--- src/rtl/alu_sequencer_if.sv ---
// Request channel between the instruction decode stage and the ALU sequencer.
// The decode stage holds the master side and the sequencer the slave side.
interface alu_sequencer_if;
    logic       req_valid;
    logic [3:0] req_op;
    logic       req_ready;

    modport master (
        output req_valid,
        output req_op,
        input  req_ready
    );

    modport slave (
        input  req_valid,
        input  req_op,
        output req_ready
    );
endinterface

--- src/rtl/alu_sequencer.sv ---
// ALU sequencer: accepts one encoded opcode at a time and drives the one-hot
// ALU control word for LAT cycles per phase. After each phase it pulses a
// load strobe, then reports completion. MPY runs a low phase (ACC) and then
// a high phase (MR). Every output is a register updated with the state.
module alu_sequencer #(
    parameter int unsigned LAT = 3
) (
    input  logic                clk,
    input  logic                rst,
    alu_sequencer_if.slave      req_if,
    output logic [31:0]         ctrl,
    output logic                acc_load,
    output logic                mr_load,
    output logic                done,
    output logic                err,
    output logic                busy,
    output logic [15:0]         op_count
);

    typedef enum logic [2:0] {
        IDLE   = 3'd0,
        EXEC   = 3'd1,
        WRITE  = 3'd2,
        MPYH   = 3'd3,
        WRITEH = 3'd4,
        FAULT  = 3'd5
    } state_t;

    localparam logic [3:0]  OP_MPY   = 4'd9;
    localparam logic [3:0]  CNT_INIT = 4'(LAT - 1);
    localparam logic [31:0] CTRL_MRH = 32'h0001_0000;

    state_t      state_r;
    logic [3:0]  op_r;
    logic [3:0]  cnt_r;
    logic [31:0] ctrl_r;
    logic        acc_load_r;
    logic        mr_load_r;
    logic        done_r;
    logic        err_r;
    logic        busy_r;
    logic        req_ready_r;
    logic [15:0] op_count_r;
    logic        hs_s;

    // Opcodes 0..9 map to an ALU function; 10..15 are rejected.
    function automatic logic op_legal(input logic [3:0] op);
        return (op <= 4'd9);
    endfunction

    // One-hot control word for the first (or only) phase of an opcode.
    function automatic logic [31:0] op_ctrl(input logic [3:0] op);
        logic [31:0] word;
        case (op)
            4'd0:    word = 32'h0040_0000; // ADD, bit 22
            4'd1:    word = 32'h0080_0000; // SUB, bit 23
            4'd2:    word = 32'h0100_0000; // AND, bit 24
            4'd3:    word = 32'h0200_0000; // OR,  bit 25
            4'd4:    word = 32'h0400_0000; // NOT, bit 26
            4'd5:    word = 32'h0800_0000; // SHL, bit 27
            4'd6:    word = 32'h1000_0000; // SHR, bit 28
            4'd7:    word = 32'h4000_0000; // ASL, bit 30
            4'd8:    word = 32'h8000_0000; // ASR, bit 31
            4'd9:    word = 32'h2000_0000; // MPY low phase, bit 29
            default: word = 32'h0000_0000;
        endcase
        return word;
    endfunction

    // A handshake can only happen while the sequencer advertises ready (IDLE).
    assign hs_s = req_if.req_valid & req_ready_r;

    // Sequencer FSM; outputs are registered alongside each state transition.
    always_ff @(posedge clk or negedge rst) begin
        if (!rst) begin
            state_r     <= IDLE;
            op_r        <= 4'd0;
            cnt_r       <= 4'd0;
            ctrl_r      <= 32'h0000_0000;
            acc_load_r  <= 1'b0;
            mr_load_r   <= 1'b0;
            done_r      <= 1'b0;
            err_r       <= 1'b0;
            busy_r      <= 1'b0;
            req_ready_r <= 1'b1;
            op_count_r  <= 16'd0;
        end else begin
            // Strobes are single-cycle unless a transition below re-arms them.
            acc_load_r <= 1'b0;
            mr_load_r  <= 1'b0;
            done_r     <= 1'b0;
            err_r      <= 1'b0;
            case (state_r)
                IDLE: begin
                    if (hs_s) begin
                        // Opcode is captured here; later req_op changes are ignored.
                        op_r        <= req_if.req_op;
                        busy_r      <= 1'b1;
                        req_ready_r <= 1'b0;
                        if (op_legal(req_if.req_op)) begin
                            state_r <= EXEC;
                            ctrl_r  <= op_ctrl(req_if.req_op);
                            cnt_r   <= CNT_INIT;
                        end else begin
                            state_r <= FAULT;
                            ctrl_r  <= 32'h0000_0000;
                            done_r  <= 1'b1;
                            err_r   <= 1'b1;
                        end
                    end else begin
                        ctrl_r      <= 32'h0000_0000;
                        busy_r      <= 1'b0;
                        req_ready_r <= 1'b1;
                    end
                end
                EXEC: begin
                    if (cnt_r == 4'd0) begin
                        state_r    <= WRITE;
                        ctrl_r     <= 32'h0000_0000;
                        acc_load_r <= 1'b1;
                        // Single-phase ops complete together with the ACC write.
                        if (op_r != OP_MPY) begin
                            done_r     <= 1'b1;
                            op_count_r <= op_count_r + 16'd1;
                        end
                    end else begin
                        cnt_r <= cnt_r - 4'd1;
                    end
                end
                WRITE: begin
                    if (op_r == OP_MPY) begin
                        state_r <= MPYH;
                        ctrl_r  <= CTRL_MRH;
                        cnt_r   <= CNT_INIT;
                    end else begin
                        state_r     <= IDLE;
                        ctrl_r      <= 32'h0000_0000;
                        busy_r      <= 1'b0;
                        req_ready_r <= 1'b1;
                    end
                end
                MPYH: begin
                    if (cnt_r == 4'd0) begin
                        state_r    <= WRITEH;
                        ctrl_r     <= 32'h0000_0000;
                        mr_load_r  <= 1'b1;
                        done_r     <= 1'b1;
                        op_count_r <= op_count_r + 16'd1;
                    end else begin
                        cnt_r <= cnt_r - 4'd1;
                    end
                end
                WRITEH, FAULT: begin
                    state_r     <= IDLE;
                    ctrl_r      <= 32'h0000_0000;
                    busy_r      <= 1'b0;
                    req_ready_r <= 1'b1;
                end
                default: begin
                    // Unreachable encodings recover to a clean IDLE.
                    state_r     <= IDLE;
                    ctrl_r      <= 32'h0000_0000;
                    busy_r      <= 1'b0;
                    req_ready_r <= 1'b1;
                end
            endcase
        end
    end

    assign req_if.req_ready = req_ready_r;
    assign ctrl             = ctrl_r;
    assign acc_load         = acc_load_r;
    assign mr_load          = mr_load_r;
    assign done             = done_r;
    assign err              = err_r;
    assign busy             = busy_r;
    assign op_count         = op_count_r;

endmodule

--- src/flat_wrapper.sv ---
// flat-port wrapper written by rule: the top's interface ports become plain ports
module alu_sequencer_flat 
#(
    parameter int unsigned LAT = 3
)
  (clk, rst, ctrl, acc_load, mr_load, done, err, busy, op_count, req_if_req_valid, req_if_req_op, req_if_req_ready);
  alu_sequencer_if req_if_i ();
  input  logic clk;
  input  logic rst;
  output logic [31:0] ctrl;
  output logic acc_load;
  output logic mr_load;
  output logic done;
  output logic err;
  output logic busy;
  output logic [15:0] op_count;
  input wire logic [$bits(req_if_i.req_valid)-1:0] req_if_req_valid;
  input wire logic [$bits(req_if_i.req_op)-1:0] req_if_req_op;
  output wire logic [$bits(req_if_i.req_ready)-1:0] req_if_req_ready;
  assign req_if_i.req_valid = req_if_req_valid;
  assign req_if_i.req_op = req_if_req_op;
  assign req_if_req_ready = req_if_i.req_ready;
  alu_sequencer #(.LAT(LAT)) u_core (.clk(clk), .rst(rst), .req_if(req_if_i), .ctrl(ctrl), .acc_load(acc_load), .mr_load(mr_load), .done(done), .err(err), .busy(busy), .op_count(op_count));
endmodule
--- config.mk ---
export PLATFORM = sky130hd
export DESIGN_NAME = alu_sequencer_flat
export DESIGN_NICKNAME = d
export VERILOG_FILES = /design/src/rtl/alu_sequencer_if.sv /design/src/rtl/alu_sequencer.sv /design/src/flat_wrapper.sv
export SDC_FILE = /design/constraint.sdc
export NUM_CORES = 1
export LEC_CHECK = 0
export ABC_AREA = 1
export CORE_MARGIN = 5
export CORE_UTILIZATION = 48
export DETAILED_ROUTE_END_ITERATION = 10
export PLACE_DENSITY = 0.8
export SLEW_MARGIN = 15
export SYNTH_ARGS = -nofsm -noshare
export SYNTH_HDL_FRONTEND = slang
export SYNTH_SLANG_ARGS = --single-unit
--- constraint.sdc ---
create_clock -name clk -period 2.6 [get_ports clk]
set_input_delay 0.52 -clock clk [delete_from_list [all_inputs] [get_ports clk]]
set_output_delay 0.52 -clock clk [all_outputs]
set_load 0.02 [all_outputs]
==> results.cfg <==
[status]
status = finished clean

[floorplan]
core_um2 = 4750
die_area_um2 = 6440
ios = 61
initial_utilization_pct = 49.8
fp.dieW_um = 80.3
die_h_um = 80.3
num_rows = 25

[synth]
yosys_warnings = 0
synth_seq_cells = 44
synth_top_cell_by_area = dfrtp_1
yosysSeqAreaShare_pct = 46.5
syn_inst = 301
synth.distinct_cells = 27
yosys-top-cells-area = dfrtp_1 45%, nand2_1 16%, buf_4 6.7%
netlist_area_um2 = 2370
synth.avg_cell_area_um2 = 7.87
synth.top_cell.area_share_pct = 45.4

[timing]
max_freq_ghz = 0.507
skew_ns = 0.00916
setup_viol = 0
period_share_pct = 75.8
tns_ns = 0
tightest_slew_ns = 0.963
relSlewSlack_pct = 35.8
finalHoldViolations = 0
drv_slew = 0
post-route-min-period_ns = 1.97
rsz0062_at_grt = no

[grt]
busiest_layer = met2
grt_usage_pct = 16.5
met1_usage_pct = 20.9
grt_pass1_vias = 1851
antenna_found_initial = 0
gr-total-overflow = 0
grt_pass1_wl_mm = 8.37
gr-usage-met3_pct = 4.04
grt_util_met2_pct = 27.9
grt_max_degree = 45

[cts]
root_buffer = clkbuf_8
cts.reportedPaths.clkPinSlew_ns = 0.09
post_cts_buffers = 0
cts_htree_levels = 2
cts_sinks = 44
clock_latency_ns = 0.30
holdBufCountCts = 0
cts_buffer_depth = 2
cts_resized = 0
cts_buffers = 5
cts_tree = done

[place]
place_congestion = 0.832
dpl_cell_area_um2 = 2730
portBuffers = 39
dpl.hpwl_mm = 3.69

[route]
drcViolationCount = 0
wl_per_cell_um = 12.2
drt-total-wl_mm = 5.00
drtPass1Iterations = 4
num_vias = 1946
viasPerCell = 4.73
ant_nets = 0
drt_iter0_markers = 65

[pwr]
leakagePower_uw = 0.00133
power-per-cell-area_nw_per_um2 = 874
irDropWorstVdd_v = 0.000457

[critical_path]
crit_buf_inv = 1
cpMaxStageDelayCell = clkdlybuf4s50_1
worstPathArrival_ns = 1.45
reg2reg_slack_ns = 0.95
start_kind = flop
r2r-start = u_core.op_r[1]
rr_worst_depth = 6
crit_fanout = 3
crit_chain = clkdlybuf4s50_1
crit_path_max_incr_delay_ns = 0.61
r2r_end = u_core.op_count[7]
endpoint_kind = primary output
setup.worst_path.class = flop to primary output
cp.required_ns = 2.08
crit_family = buffers and inverters

[finish]
antennaDiodeCount = 0
fin_area_um2 = 2850
layout.nets = 353
synthToLayoutAreaGrowth_pct = 20.1
drive_above_1_share_pct = 6.69

[run]
maxCapViolCount = 0

[worst_hold_path]
hold_path.class = input pin to asynchronous set/reset pin
worst max path at each step:
stage               cells after the start                     from  slack (ns)                   to
floorplan                               8       u_core.op_count[0]        1.17  u_core.op_count[14]
global placement                        7         req_if_req_op[1]        0.73      u_core.cnt_r[2]
detailed placement                      7         req_if_req_op[1]        0.64      u_core.cnt_r[0]
CTS                                     1  u_core.req_if.req_ready        0.61     req_if_req_ready
global route                            1  u_core.req_if.req_ready        0.59     req_if_req_ready
finish                                  1  u_core.req_if.req_ready        0.63     req_if_req_ready
cell usage after synthesis:
master,n
nand2_1,100
dfrtp_1,43
nor2_1,31
inv_1,25
buf_4,21
o21ai_0,19
nand3_1,17
nand4_1,6
o21ai_1,4
xnor2_1,4
ha_1,3
nand2_2,3
o21ai_2,3
a21oi_1,2
buf_6,2
inv_2,2
nand3b_1,2
nor2_4,2
nor3_1,2
o31ai_1,2
xor2_1,2
a21oi_4,1
buf_2,1
conb_1,1
dfstp_2,1
nand3_4,1
nor2_2,1
kinds of logic after synthesis:
| group | synth area share, % |
|---|---|
| adder cells (fa/ha/maj) | 1.58 |
| other | 0.158 |
| buffers and inverters | 12.1 |
| flip-flops | 46.5 |
| AO/OA/AOI/OAI | 7.71 |
| XOR/XNOR | 2.22 |
| AND/OR/NAND/NOR | 29.7 |
per-stage QoR:
step | std cells | setup slack (ns) | hold WS, ns | util, % | power, uW
2_1_floorplan | 321 | 1.17 | 0.224 | - | 1700
3_3_place_gp | 403 | 0.734 | 0.460 | 57.4 | 1940
3_5_place_dp | 403 | 0.638 | 0.462 | 57.4 | 1960
4_1_cts | 411 | 0.613 | 0.396 | 59.8 | 2510
5_1_grt | 411 | 0.593 | 0.453 | 59.8 | 2680
6_report | 411 | 0.628 | 0.371 | 59.8 | 2490
layer usage:
| layer | vias up | routed length (um) |
|---|---|---|
| li1 | 997 | - |
| met1 | 897 | 2280 |
| met2 | 45 | 2450 |
| met3 | 7 | 216 |
| met4 | 0 | 51 |
| met5 | - | 0 |
layout by cell type, fill, tap and decap left out, types with 3 or more instances in the layout:
cell type and instances:
nand2_1 100, dfrtp_1 43, clkdlybuf4s50_1 38, nor2_1 31, inv_1 25, conb_1 21
o21ai_0 19, nand3_1 17, nand4_1 6, clkbuf_8 5, o21ai_1 4, xnor2_1 4
nand2_2 3, o21ai_2 3, ha_1 3
power by group:
part           switching [uW]  total (uW)  internal (uW)
Combinational             647         989            341
Sequential                132         965            834
Clock                     243         532            289
Total                    1020        2490           1460
registers in the layout, summed over array words and instances (netlist names):
signal                   cells
u_core.op_count             16
u_core.ctrl                 11
u_core.cnt_r                 4
u_core.op_r                  4
u_core.state_r               3
u_core.acc_load              1
u_core.busy                  1
u_core.done                  1
u_core.err                   1
u_core.mr_load               1
u_core.req_if.req_ready      1
cell type report:
class	instances	area (um2)
clock inverter	3	47.5
tap	67	83.8
clock buffer	5	68.8
multi-input combinational	226	1060
inverter	27	101
fill	454	1910
timing repair buffer	39	385
sequential	44	1100
Power figures use the tool's default switching activity.
